$ cat src/rtl/fir_mac_sequencer.sv
// Time-multiplexed FIR: one multiply-accumulate step per cycle walks NTAPS taps
// over a circular sample history, with valid/ready handshakes on both sides.
module fir_mac_sequencer #(
  parameter int N     = 32,
  parameter int NTAPS = 8,
  parameter int AW    = $clog2(NTAPS)
) (
  input  logic          clk,
  input  logic          rst,
  input  logic          ena,
  input  logic          coef_we,
  input  logic [AW-1:0] coef_addr,
  input  logic [N-1:0]  coef_data,
  output logic          coef_busy,
  input  logic          x_valid,
  input  logic [N-1:0]  x_data,
  output logic          x_ready,
  output logic          y_valid,
  output logic [N-1:0]  y_data,
  input  logic          y_ready
);
  typedef enum logic [1:0] {IDLE, MAC, DONE} state_t;
  localparam logic [AW-1:0] K_LAST = AW'(NTAPS - 1);

  state_t        state_reg;
  logic [AW-1:0] wr_ptr_reg;
  logic [AW-1:0] k_reg;
  logic [AW-1:0] hist_idx;
  logic [N-1:0]  acc_reg;
  logic [N-1:0]  acc_next;
  logic [N-1:0]  y_data_reg;
  logic          y_valid_reg;
  logic [N-1:0]  coef_rd;
  logic [N-1:0]  hist_rd;
  logic          idle_en;
  logic [N-1:0]  coef_word [NTAPS];
  logic [N-1:0]  hist_word [NTAPS];

  assign idle_en = ena && (state_reg == IDLE);

  // Per-tap storage is plain registers because reset must clear every entry.
  genvar gi;
  generate
    for (gi = 0; gi < NTAPS; gi++) begin : g_tap
      logic [N-1:0] coef_reg;
      logic [N-1:0] hist_reg;
      always_ff @(posedge clk) begin
        if (rst) begin
          coef_reg <= '0;
          hist_reg <= '0;
        end else begin
          if (idle_en && coef_we && (coef_addr == AW'(gi)))
            coef_reg <= coef_data;
          if (idle_en && x_valid && (wr_ptr_reg == AW'(gi)))
            hist_reg <= x_data;
        end
      end
      assign coef_word[gi] = coef_reg;
      assign hist_word[gi] = hist_reg;
    end
  endgenerate

  // x[n-k] lives at (wr_ptr - k) mod NTAPS; wrap handled without power-of-2 masking.
  always_comb begin
    if (k_reg > wr_ptr_reg)
      hist_idx = AW'(NTAPS + int'(wr_ptr_reg) - int'(k_reg));
    else
      hist_idx = wr_ptr_reg - k_reg;
  end

  assign coef_rd  = coef_word[k_reg];
  assign hist_rd  = hist_word[hist_idx];
  // Low N bits of the product are identical to truncating the full 2N-bit product.
  assign acc_next = acc_reg + coef_rd * hist_rd;

  always_ff @(posedge clk) begin
    if (rst) begin
      state_reg   <= IDLE;
      wr_ptr_reg  <= '0;
      k_reg       <= '0;
      acc_reg     <= '0;
      y_valid_reg <= 1'b0;
      y_data_reg  <= '0;
    end else if (ena) begin
      case (state_reg)
        IDLE: begin
          if (x_valid) begin
            acc_reg   <= '0;
            k_reg     <= '0;
            state_reg <= MAC;
          end
        end
        MAC: begin
          acc_reg <= acc_next;
          if (k_reg == K_LAST) begin
            k_reg       <= '0;
            y_data_reg  <= acc_next;
            y_valid_reg <= 1'b1;
            state_reg   <= DONE;
          end else begin
            k_reg <= k_reg + 1'b1;
          end
        end
        DONE: begin
          if (y_ready) begin
            y_valid_reg <= 1'b0;
            wr_ptr_reg  <= (wr_ptr_reg == K_LAST) ? '0 : wr_ptr_reg + 1'b1;
            state_reg   <= IDLE;
          end
        end
        default: state_reg <= IDLE;
      endcase
    end
  end

  assign x_ready   = (state_reg == IDLE);
  assign coef_busy = (state_reg != IDLE);
  assign y_valid   = y_valid_reg;
  assign y_data    = y_data_reg;
endmodule

$ cat config.mk
export PLATFORM = sky130hd
export DESIGN_NAME = fir_mac_sequencer
export DESIGN_NICKNAME = d
export VERILOG_FILES = /design/src/rtl/fir_mac_sequencer.sv
export SDC_FILE = /design/constraint.sdc
export NUM_CORES = 2
export LEC_CHECK = 0
export ABC_AREA = 1
export CORE_ASPECT_RATIO = 1.5
export CORE_UTILIZATION = 60
export DETAILED_ROUTE_END_ITERATION = 6
export PLACE_DENSITY = 0.79
export SLEW_MARGIN = 20
export SYNTH_ARGS = -nofsm -noshare
export SYNTH_HDL_FRONTEND = slang
export SYNTH_SLANG_ARGS = --single-unit
$ cat constraint.sdc
create_clock -name clk -period 26.1 [get_ports clk]
set_clock_uncertainty 0.05 [all_clocks]
set_input_delay 6.525 -clock clk [delete_from_list [all_inputs] [get_ports clk]]
set_output_delay 6.525 -clock clk [all_outputs]
set_load 0.05 [all_outputs]
==> flow_metrics.env <==
export IMPL_fin_nets=6329
export IMPL_comb_power_share_pct=15.4
export IMPL_p_leak_nw=20.7
export IMPL_coreArea_sq_um=69100
export IMPL_dp_hpwl_mm=91.2
export IMPL_critPathArrivalTime_ps=11750
export IMPL_postSynth_asyncResetShare_pct=0
export IMPL_maxSlewHeadroom_pct=19.9
export IMPL_switching_share_pct=29.8
export IMPL_startpoint_type="register"
export IMPL_critPathMaxStageDelay_ps=960
export IMPL_cap_viol_max_count=0
export IMPL_grt_max_degree=268
export IMPL_r2r_start="k_reg[0]"
export IMPL_synth_common_cells="nor2_1, nand2_1, inv_1, dfxtp_1, o21ai_0"
export IMPL_worstSetupEndpoint="acc_reg[30]"
export IMPL_slowest_stage="dfxtp_4"
export IMPL_setup_viol=0
export IMPL_worstSetupPathType="register to register"
export IMPL_cts_path_max_buffers=3
export IMPL_grt_overflow=0
export IMPL_post_cts_buffers=0
export IMPL_rr_worst_depth=40
export IMPL_syn_inst=5823
export IMPL_critPathCaptureType="register"
export IMPL_period_minus_slack_ps=11230
export IMPL_ys_warn_count=0
export IMPL_seqPwrFrac_pct=44.6
export IMPL_synth_area_leader_cell="dfxtp_1"
export IMPL_finalCritPeriodShare_pct=43.0
export IMPL_chipHeight_um=326
export IMPL_synth_edf_count=0
export IMPL_cts_tree="done"
export IMPL_hold_violations=0
export IMPL_worst_path_max_fanout=78
export IMPL_drive_gt1_share_pct=4.21
export IMPL_antenna_found_initial=6
export IMPL_synth_cell_types=49
export IMPL_rsz0062_at_grt="false"
export IMPL_grt_pass1_wl_mm=212
export IMPL_clk_pin_slew_ps=70
export IMPL_drtIter0Drc=3796
export IMPL_place_congestion=1.00
export IMPL_power_density_nw_per_um2=45.6
export IMPL_drv_slew=0
export IMPL_p_int_mw=1.44
export IMPL_cts_resized=0
export IMPL_synth_most_common_cell="nor2_1"
export IMPL_max_freq_mhz=89.0
export IMPL_yosysSeqAreaShare_pct=27.9
export IMPL_crit_start="k_reg[0]"
export IMPL_hold_buffers=0
export IMPL_hp_class="register to register"
export IMPL_rows=118
export IMPL_finalWirelength_mm=137
export IMPL_reg2reg_to="acc_reg[30]"
export IMPL_path_common_cell="fa_1"
export IMPL_synth_area_per_cell_sq_um=7.20
export IMPL_synth_area_leaders="dfxtp_1, fa_1, nor2_1"
export IMPL_syn2layout_area_growth_pct=6.95
export IMPL_htreeDepth=2
export IMPL_portBuffers=107
export IMPL_insertion_delay_ps=650
export IMPL_numCtsBuffers=55
export IMPL_initial_core_util_pct=60.7
export IMPL_synth_top_area_share_pct=27.9
export IMPL_grt_usage_pct=39.0
export IMPL_cp_required_ps=26620
export IMPL_drtAntennaViolNets=0
export IMPL_clockRootBuffer="clkbuf_16"
export IMPL_synthesis_nets=6468
export IMPL_ir_worst_vdd_mv=0.0618
export IMPL_ys_seq_elements=585
export IMPL_die_w_um=218
export IMPL_p_clk_share_pct=40.0
export IMPL_worstMarginPinSlew_ps=1200
export IMPL_synth_main_ff_cell="dfxtp_1"
export IMPL_p_switching_mw=0.609
export IMPL_dr_pass1_iters=6
export IMPL_grt_pass1_vias=37900
export IMPL_syn_cell_area_sq_um=41900
export IMPL_post_drt_wl_per_cell_um=20.7
export IMPL_r2r_slack_ps=14870
export IMPL_drc_errors=0
export IMPL_dieArea_sq_um=71000
export IMPL_final_setup_tns_ps=0
export IMPL_vias_per_cell=5.82
export IMPL_status="complete, no violations"
export IMPL_io_pins=108
export IMPL_fin_total_pwr_mw=2.05
export IMPL_dr_total_vias=38600
export IMPL_cts_sinks=585
## layout by cell type, fill, tap and decap left out, drive strengths merged, types with 14 or more instances in the layout
master,instances
ha,133
nand3,296
fa,439
xnor2,14
xor2,27
buf,69
o21ai,596
inv,725
nor2,1293
clkinv,25
clkbuf,72
a21oi,210
clkdlybuf4s50,106
dfxtp,585
nand2,1068
## through the flow
stage	hold WS, ps	worst slack (ps)	util (%)	instances	area [sq um]
floorplan	374	17240	-	5823	41900
global placement	384	15250	62.3	6526	43000
detailed placement	393	15070	62.3	6526	43000
CTS	403	14960	64.9	6622	44800
global route	416	14180	64.9	6624	44800
finish	403	14870	64.9	6628	44900
## kinds of logic (layout without fill, tap and decap cells)
kind of cell               after synthesis  in the layout  synth area share (%)
buffers and inverters                 1103           1003                  10.7
other                                    0              5                     0
muxes                                    2              2                0.0477
adders and majority gates              572            572                  24.9
AOI/OAI and AO/OA                      836            836                  10.2
DFF                                    585            585                  27.9
and+or+nand+nor                       2684           2684                  25.3
xor gates and xnor gates                41             41                 0.874
## final cells by class
| type | count | area (sq um) |
|---|---|---|
| flip-flops and latches | 585 | 11700 |
| well taps | 900 | 1130 |
| fillers | 6176 | 24200 |
| clock buffers | 72 | 1530 |
| repair buffers | 175 | 1610 |
| diodes | 5 | 12.5 |
| multi-input cells | 4135 | 25800 |
| clock inverters | 24 | 258 |
| inverters | 732 | 2760 |
## power by group through the flow
stage | Combinational (mW) | Sequential (mW) | Clock, mW
floorplan | 0.196 | 0.929 | 0
detailed placement | 0.304 | 0.932 | 0
finish | 0.315 | 0.913 | 0.818
global placement | 0.298 | 0.932 | 0
global route | 0.338 | 0.914 | 0.856
CTS | 0.305 | 0.912 | 0.823
## how the worst min path moves through the flow
stage	startpoint	end	slack, ps	depth (start not counted)
6_report	g_tap[7].hist_reg[24]	g_tap[7].hist_reg[24]	400	2
2_1_floorplan	g_tap[0].coef_reg[31]	g_tap[0].coef_reg[31]	370	2
4_1_cts	g_tap[7].coef_reg[0]	g_tap[7].coef_reg[0]	400	2
3_5_place_dp	g_tap[1].hist_reg[7]	g_tap[1].hist_reg[7]	390	2
5_1_grt	g_tap[5].hist_reg[5]	g_tap[5].hist_reg[5]	420	2
3_3_place_gp	g_tap[3].hist_reg[21]	g_tap[3].hist_reg[21]	380	2
## worst max-delay path: cells and delay by family, from the launching register on
family / cells / cell delay [ps]
and+or+nand+nor: 12 / 1590
AOI/OAI and AO/OA: 5 / 600
adders and majority gates: 11 / 5130
xor gates and xnor gates: 1 / 180
buffers and inverters: 11 / 2590
DFF: 1 / 960
## per-layer routing
layer | vias up | GRT usage [%] | wire, um
li1 | 17500 | - | -
met5 | - | 0 | 28
met2 | 2135 | 62.9 | 63700
met1 | 18300 | 45.2 | 47300
met3 | 620 | 8.32 | 13900
met4 | 4 | 29.9 | 12200
No activity file was read; power rests on OpenSTA's default activity.
